### src/rtl/konwersja_pipe.sv
// konwersja_pipe
// Two-stage pipelined number-format converter with a valid/ready handshake
// on both sides. One word per clock can pass through when the consumer is
// ready. Each word carries its own direction:
//   mode 0 : sign-magnitude (ZM) -> two's complement (U2)
//   mode 1 : two's complement (U2) -> sign-magnitude (ZM)
// Inputs that cannot be represented in the target format raise o_error:
//   - ZM negative zero
//   - U2 most-negative value
//
// Ports:
//   i_clk      clock, rising edge
//   i_rsn      asynchronous active-low reset
//   i_valid    input word valid
//   o_ready    converter can take a word this cycle
//   i_mode     direction, sampled together with i_arg_A
//   i_arg_A    input word (BITS)
//   o_valid    o_result / o_error valid
//   i_ready    downstream accepts the output
//   o_result   converted word (BITS)
//   o_error    conversion error flag for o_result
//   o_err_cnt  saturating count of error words handed downstream
//              (ERR_CNT_BITS, present only with KONWERSJA_ERR_CNT_EN)
//
// Optional build macro: KONWERSJA_ERR_CNT_EN adds the o_err_cnt port and
// its counter. Without it, the port and the counter do not exist.

module konwersja_pipe #(
  parameter int BITS         = 32,
  parameter int ERR_CNT_BITS = 16
) (
  input  logic                    i_clk,
  input  logic                    i_rsn,
  input  logic                    i_valid,
  output logic                    o_ready,
  input  logic                    i_mode,
  input  logic [BITS-1:0]         i_arg_A,
  output logic                    o_valid,
  input  logic                    i_ready,
  output logic [BITS-1:0]         o_result,
  output logic                    o_error
`ifdef KONWERSJA_ERR_CNT_EN
  ,
  output logic [ERR_CNT_BITS-1:0] o_err_cnt
`endif
);

  // Reject parameter values that make the conversion meaningless.
  if (BITS < 2) begin : g_badBits
    $error("konwersja_pipe: BITS must be at least 2");
  end
  if (ERR_CNT_BITS < 1) begin : g_badCnt
    $error("konwersja_pipe: ERR_CNT_BITS must be at least 1");
  end

  logic            s1Valid_q, s1Valid_d;
  logic            s1Mode_q,  s1Mode_d;
  logic [BITS-1:0] s1Data_q,  s1Data_d;
  logic            s2Valid_q, s2Valid_d;
  logic [BITS-1:0] s2Result_q, s2Result_d;
  logic            s2Error_q,  s2Error_d;

  logic            s2Advance;
  logic            inFire;
  logic            outFire;

  logic            signBit;
  logic [BITS-2:0] lowBits;
  logic            lowIsZero;
  logic [BITS-1:0] negMagnitude;
  logic [BITS-1:0] negWhole;
  logic [BITS-1:0] convResult;
  logic            convError;

  // S2 frees up when it is empty or its word leaves this cycle. S1 can then
  // always hand its word over, so a new input may enter on the same edge.
  // o_ready depends only on state and i_ready, never on i_valid.
  always_comb begin
    outFire   = s2Valid_q & i_ready;
    s2Advance = ~s2Valid_q | i_ready;
    o_ready   = ~s1Valid_q | s2Advance;
    inFire    = i_valid & o_ready;
  end

  // Format conversion on the S1 word. Both directions flag the same
  // pattern: sign bit set with all lower bits zero. ZM negative zero maps
  // to 0; U2 most-negative saturates to the largest ZM magnitude.
  always_comb begin
    signBit      = s1Data_q[BITS-1];
    lowBits      = s1Data_q[BITS-2:0];
    lowIsZero    = (lowBits == '0);
    negMagnitude = '0 - {1'b0, lowBits};
    negWhole     = '0 - s1Data_q;
    convResult   = s1Data_q;
    convError    = 1'b0;
    if (signBit) begin
      if (!s1Mode_q) begin
        if (lowIsZero) begin
          convResult = '0;
          convError  = 1'b1;
        end else begin
          convResult = negMagnitude;
        end
      end else begin
        if (lowIsZero) begin
          convResult = '1;
          convError  = 1'b1;
        end else begin
          convResult = {1'b1, negWhole[BITS-2:0]};
        end
      end
    end
  end

  // Next-state for both pipeline stages. S1 payload is only captured on an
  // actual input transfer; S2 payload only moves when S2 advances, which
  // keeps the outputs stable during a stall.
  always_comb begin
    s1Valid_d  = s1Valid_q;
    s1Mode_d   = s1Mode_q;
    s1Data_d   = s1Data_q;
    s2Valid_d  = s2Valid_q;
    s2Result_d = s2Result_q;
    s2Error_d  = s2Error_q;
    if (o_ready) begin
      s1Valid_d = i_valid;
    end
    if (inFire) begin
      s1Mode_d = i_mode;
      s1Data_d = i_arg_A;
    end
    if (s2Advance) begin
      s2Valid_d = s1Valid_q;
      if (s1Valid_q) begin
        s2Result_d = convResult;
        s2Error_d  = convError;
      end
    end
  end

  // Pipeline registers; reset discards every in-flight word.
  always_ff @(posedge i_clk or negedge i_rsn) begin
    if (!i_rsn) begin
      s1Valid_q  <= 1'b0;
      s1Mode_q   <= 1'b0;
      s1Data_q   <= '0;
      s2Valid_q  <= 1'b0;
      s2Result_q <= '0;
      s2Error_q  <= 1'b0;
    end else begin
      s1Valid_q  <= s1Valid_d;
      s1Mode_q   <= s1Mode_d;
      s1Data_q   <= s1Data_d;
      s2Valid_q  <= s2Valid_d;
      s2Result_q <= s2Result_d;
      s2Error_q  <= s2Error_d;
    end
  end

  assign o_valid  = s2Valid_q;
  assign o_result = s2Result_q;
  assign o_error  = s2Error_q;

`ifdef KONWERSJA_ERR_CNT_EN
  logic [ERR_CNT_BITS-1:0] errCnt_q, errCnt_d;

  // Counts error words as they are handed downstream; sticks at all-ones.
  always_comb begin
    errCnt_d = errCnt_q;
    if (outFire && s2Error_q && (errCnt_q != '1)) begin
      errCnt_d = errCnt_q + 1'b1;
    end
  end

  always_ff @(posedge i_clk or negedge i_rsn) begin
    if (!i_rsn) begin
      errCnt_q <= '0;
    end else begin
      errCnt_q <= errCnt_d;
    end
  end

  assign o_err_cnt = errCnt_q;
`else
  logic unusedOutFire;
  assign unusedOutFire = outFire;
`endif

endmodule
### config.mk
export PLATFORM = sky130hd
export DESIGN_NAME = konwersja_pipe
export DESIGN_NICKNAME = d
export VERILOG_FILES = /design/src/rtl/konwersja_pipe.sv
export SDC_FILE = /design/constraint.sdc
export NUM_CORES = 1
export LEC_CHECK = 0
export CAP_MARGIN = 5
export CORE_ASPECT_RATIO = 1.2
export CORE_MARGIN = 2
export CORE_UTILIZATION = 45
export DETAILED_ROUTE_END_ITERATION = 10
export PLACE_DENSITY = 0.71
export SYNTH_ARGS = -nofsm -noshare
export SYNTH_HDL_FRONTEND = slang
export SYNTH_SLANG_ARGS = --single-unit
### constraint.sdc
create_clock -name i_clk -period 2.45 [get_ports i_clk]
set_clock_uncertainty 0.2 [all_clocks]
set_input_delay 0.49 -clock i_clk [delete_from_list [all_inputs] [get_ports i_clk]]
set_output_delay 0.49 -clock i_clk [all_outputs]
set_load 0.03 [all_outputs]
==> reports/metrics.cfg, run 1 <==
[final_layout]
drive_gt1_share_pct = 33.5
nFillCells = 565
syn2layout_area_growth_pct = 50.3
fin_nets = 510
fin_cells = 569
final_util_pct = 68.7
diodes = 0

[global_routing]
overflow = 0
antenna_found_initial = 0
grt_max_degree = 69
grt_pass1_wl_microns = 16000
grt.total_usage_pct = 24.2
grt_pass1_vias = 3214

[route]
dr.pass1.iters = 4
routedWlPerCell_microns = 17.7
wl_microns = 10100
vias_per_cell = 5.88
drt_iter0_markers = 265
drc = 0
ant_nets = 0
vias = 3344

[worst_hold_path]
worst_hold_path_type = flop to flop
worstHoldEndpoint = o_result[22]$_DFFE_PN0P_
hold_depth = 2
hold_start = o_result[22]$_DFFE_PN0P_

[logic_synthesis]
synth-seq-cells = 68
synth_most_common_cell = dfrtp_1
synth_top_area_cell = dfrtp_1
synth_area_per_cell_sq_um = 9.92
synthArstFlopShare_pct = 100
synth_cells = 349
synth_edf_count = 0
synthTopCellsByCount = 68 x dfrtp_1, 33 x mux2_2, 32 x nand2_1, 32 x o21ai_0, 22 x a21oi_1
netlist_area_sq_um = 3460
yosysSeqAreaShare_pct = 49.1
ys.flop_type = dfrtp_1
synth_top_area_share_pct = 49.1
synth.distinct_cells = 44
syn_nets = 387
yosysWarnings = 0
synth.area.top_cells = dfrtp_1 49%, mux2_2 11%, o21ai_0 4.6%

[sta]
final_max_slew_viol_count = 0
fmax_ghz = 0.375
whs_ps = 279
rsz0062_at_grt = true
period_share_pct = 109
setup_viol = 26
min_period_ps = 2660
slew_headroom_pct = 59.8
setup_ws_ps = -213
hold_violations = 0
tightest_slew_ps = 601
setup_tns_ps = -2310

[power]
p_seq_share_pct = 37.7
power_frac_comb_pct = 36.0
p_sw_share_pct = 34.4
power.density_nw_per_um2 = 786
clock_power_share_pct = 26.3
internal_power_uw = 2680
p_switching_uw = 1410
p_leak_uw = 0.00212
ir_drop_uv = 597

[clock_network]
clock_path_buffers = 2
htree_levels = 3
clock_sinks = 68
cts_tree = yes
cts_root_buf = clkbuf_8
clk_pin_slew_ps = 70
cts_buffers = 9
worst_skew_pair.late_latency_ps = 360

[setup_path]
reg2reg_to = o_result[0]$_DFFE_PN0P_
endpoint_kind = flop
critPathLaunchType = flop
arrival_ps = 2710
path_max_fanout = 4
worstRegToRegCells = 8
reg2reg_from = s1Data_q[1]$_DFFE_PN0P_
r2r_slack_ps = -210
critPathKind = flop to flop
required_ps = 2490

[die]
ioPinCount = 72
die_area_sq_um = 8420
core_area_sq_um = 7580
start_util_pct = 45.7
rows = 35
fp.dieW_microns = 84.1
die_h_microns = 100

[run_status]
status = finished with violations
violations = negative setup slack

[place]
placed_cells = 547
gp_congestion = 0.883
hpwl_microns = 6690
io_buffers = 71

[flow_run]
maxCapViolations = 0

## power groups by stage
stage	registers (uW)	logic, uW	clock network (uW)
final	1540	1470	1080
after CTS	1530	1400	1080
after global placement	1540	1310	0
after global routing	1570	1560	1140
after detailed placement	1550	1330	0
after floorplan	1810	427	0
## registers in the layout, summed over array words and instances, names as in the netlist
name       flops
s1Data_q      32
s1Mode_q       1
s1Valid_q      1
o_valid        1
o_result      32
o_error        1
## kinds of logic (layout without fill, tap and decap cells)
logic type,Yosys count,count (layout),share of synthesized area [%]
simple gates,128,128,19.9
buf+inv,24,152,2.85
flops,68,68,49.1
fa+ha+maj,1,1,0.361
xor+xnor,7,7,1.77
compound gates,87,87,15.0
mux,34,34,11.0
## worst max-delay path by stage
stage / from / endpoint / slack (ps) / cells after the start
detailed placement: s1Data_q[1]$_DFFE_PN0P_ / o_result[10]$_DFFE_PN0P_ / -180 / 8
global route: s1Data_q[1]$_DFFE_PN0P_ / o_result[0]$_DFFE_PN0P_ / -290 / 8
finish: s1Data_q[1]$_DFFE_PN0P_ / o_result[0]$_DFFE_PN0P_ / -210 / 8
floorplan: s1Data_q[0]$_DFFE_PN0P_ / o_result[0]$_DFFE_PN0P_ / -230 / 9
CTS: s1Data_q[1]$_DFFE_PN0P_ / o_result[2]$_DFFE_PN0P_ / -140 / 9
global placement: s1Data_q[1]$_DFFE_PN0P_ / o_result[0]$_DFFE_PN0P_ / -110 / 8
## routing by layer
metal | wire length (microns) | track usage [%] | share of wire (%)
met4 | 186 | 8.68 | 1.8
met3 | 529 | 4.93 | 5.3
met2 | 5000 | 38.9 | 50
met1 | 4340 | 32.7 | 43
met5 | 0 | 0 | 0
## cell usage in the layout, fill, tap and decap left out, types with 3 or more instances in the layout
| cell | n |
|---|---|
| or3_1 | 15 |
| or3_4 | 4 |
| o21ai_0 | 19 |
| xnor2_1 | 5 |
| buf_12 | 3 |
| nor4_1 | 4 |
| o21ai_1 | 12 |
| dfrtp_1 | 68 |
| buf_6 | 7 |
| and3_1 | 5 |
| nand4_1 | 4 |
| clkdlybuf4s50_1 | 69 |
| mux2_2 | 33 |
| or4_1 | 5 |
| o31a_1 | 3 |
| a21oi_1 | 8 |
| nand3_1 | 11 |
| nor3_1 | 9 |
| nand2_1 | 29 |
| buf_4 | 52 |
| a31oi_1 | 5 |
| nand2_2 | 3 |
| nand2b_1 | 3 |
| a21oi_2 | 14 |
| o31ai_1 | 3 |
| a211oi_1 | 4 |
| clkbuf_8 | 12 |
| o21a_1 | 3 |
| nor2_1 | 16 |
## worst max-delay path, cell delays in order (launching register included)
cell and delay, ps:
dfrtp_1 400, inv_2 90, ha_4 140, or4b_4 510, or3_4 360, or3_4 340, or2_4 240, mux2i_1 170
a21oi_1 90
## stage by stage
stage	cell area [sq um]	power, uW	setup slack (ps)
after floorplan	3480	2230	-229
after global placement	4660	2850	-105
after detailed placement	4660	2880	-176
after CTS	5040	4010	-141
after global routing	5210	4270	-289
final	5210	4090	-213
## final cells by class
cell class              count  area, sq um  share of cell area, %
multi-input cells         257         1910                   36.6
flip-flops and latches     68         1700                   32.7
repair buffers            133         1230                   23.7
clock buffers              12          165                   3.17
well taps                  92          115                   2.21
clock inverters             4         70.1                   1.35
inverters                   3         11.3                  0.216
## timing repair
action	4_1_cts	5_1_grt
hold buffers	1	0
buffers inserted	3	3
pin swaps	11	22
cloned	0	0
endpoints found under the hold margin	68	0
resized for setup	34	38
setup endpoints to repair	27	33
(Power assumes the default switching activity.)
==> inputs of run 2 (changes only) <==
- ABC_CLOCK_PERIOD_IN_PS: default -> 2500
- GPL_TIMING_DRIVEN: default -> 0
- PLACE_DENSITY: 0.71 -> 0.69
- clock period: 2.45 -> 2.5 ns (I/O delays scaled with it)
==> run 2 against run 1 <==
The run still ends with negative setup slack left; flip-flop and latch count unchanged; via count decreased by 5.8%; non-clock buffer count decreased by 31; critical endpoint unchanged; critical path type unchanged; maximum frequency decreased by 2.3%; setup slack got worse by 12 ps; sequential power about the same; global-route usage decreased by 0.68 points; critical path depth unchanged.
==> reports/metrics.cfg, run 2 (same netlist as run 1, synthesis figures left out) <==
[final_layout]
final_area_sq_um = 4790  ; -8.0%
fin_nets = 479  ; -6.1%
diodes = 0  ; unchanged
drive_gt1_share_pct = 24.3  ; -9.3 points
layout_common_cells = 69 x clkdlybuf4s50_1, 63 x dfrtp_1, 33 x mux2_2
fin_cells = 537  ; -5.6%
syn2layout_area_growth_pct = 38.3
final_common_cell = clkdlybuf4s50_1

[setup_path]
arrival_ps = 2730  ; +20 ps
required_ps = 2500  ; about the same
critPathLaunchType = flop
critPathKind = flop to flop
path_max_fanout = 4  ; unchanged
endpoint_kind = flop

[clock_network]
cts_buffers = 9  ; unchanged
clk_pin_slew_ps = 70  ; about the same
ctsHoldBuffers = 0  ; -1
cts_root_buf = clkbuf_8
cts_tree = yes
clock_path_buffers = 2  ; unchanged
worst_skew_pair.late_latency_ps = 340  ; -20 ps
clock_sinks = 68  ; unchanged
htree_levels = 3  ; unchanged

[die]
ioPinCount = 72  ; unchanged
start_util_pct = 45.7  ; unchanged
rows = 35  ; unchanged
die_area_sq_um = 8420  ; unchanged
die_h_microns = 100  ; unchanged
fp.dieW_microns = 84.1  ; unchanged
core_area_sq_um = 7580  ; unchanged

[place]
io_buffers = 71  ; unchanged
hpwl_microns = 6450  ; -3.7%
gp_congestion = 0.903  ; +2.3%
dpl_cell_area_sq_um = 4310  ; -7.6%
placed_cells = 512  ; -6.4%

[global_routing]
grt_pass1_wl_microns = 15600  ; -2.6%
antenna_found_initial = 0  ; unchanged
grt_pass1_vias = 3112  ; -3.2%
grt.total_usage_pct = 23.5  ; -0.68 points
overflow = 0  ; unchanged
grt_max_degree = 69  ; unchanged

[sta]
rsz0062_at_grt = true
min_period_ps = 2730  ; +61.7 ps
hold_violations = 0  ; unchanged
setup_ws_ps = -225  ; -11.7 ps
setup_tns_ps = -2080  ; +234 ps
fmax_ghz = 0.367  ; -2.3%
final_max_slew_viol_count = 0  ; unchanged
tightest_slew_ps = 852  ; +251 ps
period_share_pct = 109  ; +0.29 points
setup_viol = 24  ; -7.7%
slew_headroom_pct = 43.2  ; -17 points

[route]
drc = 0  ; unchanged
drt_iter0_markers = 234  ; -12%
vias = 3149  ; -5.8%
wl_microns = 9410  ; -6.5%
dr.pass1.iters = 5  ; +1
routedWlPerCell_microns = 17.5  ; -0.90%
ant_nets = 0  ; unchanged
vias_per_cell = 5.86  ; -0.22%

[worst_hold_path]
worst_hold_path_type = input pin to asynchronous set/reset pin

[run_status]
violations = negative setup slack
status = finished with violations

[power]
power.density_nw_per_um2 = 765  ; -2.7%
p_leak_uw = 0.00187  ; -12%
ir_drop_uv = 479  ; -20%
power_uw = 3660  ; -10%

[flow_run]
maxCapViolations = 0  ; unchanged

-- run 2: final timing paths --
check                                         from                 endpoint  slack [ps]  cells after the start
max                        s1Data_q[0]$_DFFE_PN0P_  o_result[0]$_DFFE_PN0P_        -230                      8
min                                          i_rsn  o_result[9]$_DFFE_PN0P_          70                      1
max reg2reg                s1Data_q[0]$_DFFE_PN0P_  o_result[0]$_DFFE_PN0P_        -230                      8
min reg2reg                    o_error$_DFFE_PN0P_      o_error$_DFFE_PN0P_         280                      2
max in group asynchronous                    i_rsn  s1Data_q[0]$_DFFE_PN0P_        1410                      1
min in group i_clk             o_error$_DFFE_PN0P_      o_error$_DFFE_PN0P_         280                      2
-- run 2: critical path: stages (launching register included) --
cell     delay (ps)
dfrtp_2         430
inv_2            80
ha_4            140
or4b_4          500
or3_4           410
or3_4           360
or2_4           250
mux2i_1         150
a21oi_1          90
-- run 2: what timing repair did --
action / in CTS / in global routing
pin swaps: 3 / 16
buffers inserted: 8 / 6
resized for setup: 24 / 46
endpoints found under the setup margin: 33 / 32
-- run 2: area by class of cell --
cell class              instances  area (sq um)
clock inverters                 2          35.0
plain buffers                  18          81.3
repair buffers                 84           823
inverters                       3          11.3
multi-input cells             257          1870
clock buffers                  13           149
flip-flops and latches         68          1710
well taps                      92           115
fillers                       632          2790
-- run 2: power breakdown --
part | internal (uW) | switching (uW) | total, uW | leakage (uW)
clock network | 482 | 393 | 875 | 0.0000935
logic | 554 | 672 | 1230 | 0.000994
registers | 1320 | 241 | 1560 | 0.000784
-- run 2: per-stage QoR --
stage	hold slack (ps)	utilization [%]	worst slack (ps)
after floorplan	4.41	-	-179
after global placement	266	56.9	-1510
after detailed placement	268	56.8	-511
after CTS	98.3	61.1	-239
after global routing	137	63.2	-281
final	67.9	63.2	-225
-- run 2: per-layer routing --
metal	part of all wire [%]	track usage (%)
met5	0	0
met4	1.9	8.93
met3	5.1	4.03
met2	46	36.1
met1	47	33.6
==> inputs of run 3 (changes only) <==
- CORE_MARGIN: 2 -> 5
==> run 3 against run 2 <==
Largest cell class unchanged; setup slack got worse by 6.1 ps; die area rose by 14%; wire length is 12% higher; clock-buffer cell count decreased by 1; largest power group unchanged; cell count grew 2.0%; hold slack worse by 4.5 ps; the run still ends with negative setup slack left.
==> reports/metrics.cfg, run 3 (same netlist as run 1, synthesis figures left out) <==
[clock_network]
ctsHoldBuffers = 0  ; unchanged
clock_sinks = 68  ; unchanged
cts_tree = yes
cts_root_buf = clkbuf_8
htree_levels = 3  ; unchanged
worst_skew_pair.late_latency_ps = 350  ; about the same
cts_buffers = 9  ; unchanged
clk_pin_slew_ps = 70  ; about the same
clock_path_buffers = 2  ; unchanged

[final_layout]
fin_nets = 491  ; +2.5%
nFillCells = 589  ; -6.8%
fin_cells = 548  ; +2.0%
final_common_cell = clkdlybuf4s50_1
diodes = 0  ; unchanged
seqCellArea_sq_um = 1700  ; -0.29%
multi_input_area_sq_um = 2060  ; +10%
syn2layout_area_growth_pct = 48.2
drive_gt1_share_pct = 32.7  ; +8.4 points
final_util_pct = 67.7  ; +4.5 points
layout_common_cells = 69 x clkdlybuf4s50_1, 67 x dfrtp_1, 33 x mux2_2

[sta]
hold_violations = 0  ; unchanged
slew_headroom_pct = 44.2  ; +0.98 points
setup_viol = 18  ; -25%
final_max_slew_viol_count = 0  ; unchanged
period_share_pct = 109  ; +0.24 points
whs_ps = 63.4  ; -4.50 ps
tightest_slew_ps = 837  ; -14.7 ps
setup_tns_ps = -1540  ; +534 ps
fmax_ghz = 0.366  ; -0.22%
rsz0062_at_grt = true
setup_ws_ps = -231  ; -6.08 ps
min_period_ps = 2730  ; +6.08 ps

[global_routing]
grt_pass1_wl_microns = 16800  ; +7.7%
grt.total_usage_pct = 21.9  ; -1.6 points
overflow = 0  ; unchanged
grt_pass1_vias = 3286  ; +5.6%
grt_max_degree = 69  ; unchanged
antenna_found_initial = 0  ; unchanged

[route]
routedWlPerCell_microns = 19.2  ; +9.6%
drc = 0  ; unchanged
drt_iter0_markers = 164  ; -30%
ant_nets = 0  ; unchanged
vias = 3249  ; +3.2%
wl_microns = 10500  ; +12%
vias_per_cell = 5.93  ; +1.1%
dr.pass1.iters = 4  ; -1

[die]
die_area_sq_um = 9560  ; +14%
rows = 35  ; unchanged
die_h_microns = 106  ; +6.0%
core_area_sq_um = 7580  ; unchanged
ioPinCount = 72  ; unchanged
fp.dieW_microns = 90.1  ; +7.1%
start_util_pct = 45.7  ; unchanged

[run_status]
violations = negative setup slack
status = finished with violations

[power]
ir_drop_uv = 428  ; -11%
power.density_nw_per_um2 = 741  ; -3.1%
p_leak_uw = 0.00200  ; +6.9%

[place]
io_buffers = 71  ; unchanged
hpwl_microns = 6830  ; +5.9%
place_ws_ps = -564  ; -52.8 ps
placed_cells = 512  ; unchanged
gp_congestion = 0.884  ; -2.1%

[setup_path]
path_max_fanout = 4  ; unchanged
worst_path_max_delay_cell = or4b_4
critPathLaunchType = flop
crit_chain = inv_2, ha_4, or4b_4, buf_4, or4_4, or3_4, o21a_1, o21ai_2, nand2_1
endpoint_kind = flop
required_ps = 2540  ; +40 ps
arrival_ps = 2770  ; +40 ps
crit_family = simple AND/OR/NAND/NOR gates
critPathKind = flop to flop
max_stage_delay_ps = 470  ; -30 ps
crit_buf_inv = 2  ; +1

[worst_hold_path]
worst_hold_path_type = input pin to asynchronous set/reset pin

[flow_run]
maxCapViolations = 0  ; unchanged

-- run 3: through the flow --
stage	total power [uW]	area [sq um]
6_report	3800	5130
5_1_grt	3970	5130
4_1_cts	3720	4880
3_5_place_dp	2730	4310
3_3_place_gp	2700	4310
2_1_floorplan	2190	3480
-- run 3: worst paths after layout --
check	endpoint	cells past startpoint	slack, ps	startpoint
worst max-delay path	o_result[10]$_DFFE_PN0P_	9	-230	s1Data_q[0]$_DFFE_PN0P_
worst min-delay path	s1Data_q[9]$_DFFE_PN0P_	1	60	i_rsn
worst max register to register	o_result[10]$_DFFE_PN0P_	9	-230	s1Data_q[0]$_DFFE_PN0P_
worst min register to register	o_result[24]$_DFFE_PN0P_	2	280	o_result[24]$_DFFE_PN0P_
max in group asynchronous	s1Data_q[22]$_DFFE_PN0P_	1	1450	i_rsn
min in group i_clk	o_result[24]$_DFFE_PN0P_	2	280	o_result[24]$_DFFE_PN0P_
-- run 3: layout make-up --
class	count	area share, %
inverters	3	0.219
well taps	92	2.24
repair buffers	95	18.2
multi-input cells	257	40.2
flip-flops and latches	68	33.2
clock inverters	2	0.683
clock buffers	12	3.02
plain buffers	19	2.27
-- run 3: power breakdown --
group / total (uW) / switching [uW] / internal (uW)
logic: 1350 / 744 / 607
clock network: 894 / 391 / 503
registers: 1560 / 235 / 1320
total: 3800 / 1370 / 2430
-- run 3: worst register-to-register path, cell delays in order (launching register included) --
cell,delay (ps)
dfrtp_1,430
inv_2,90
ha_4,130
or4b_4,470
buf_4,160
or4_4,430
or3_4,350
o21a_1,190
o21ai_2,140
nand2_1,60
-- run 3: repair_timing --
action | in CTS | in global routing
pin swaps | 20 | 20
buffers inserted | 16 | 7
resized for setup | 66 | 50
endpoints found under the setup margin | 34 | 33
cloned | 1 | 0
endpoints found under the hold margin | 0 | 0
-- run 3: layer usage --
| metal | up-vias | GRT usage, % | wire, microns | share of wire [%] |
|---|---|---|---|---|
| met5 | - | 0 | 0 | 0 |
| met4 | 0 | 10.1 | 269 | 2.6 |
| met3 | 21 | 3.82 | 622 | 5.9 |
| met2 | 115 | 35.0 | 5140 | 49 |
| met1 | 1615 | 28.9 | 4490 | 43 |
| li1 | 1498 | - | - | - |
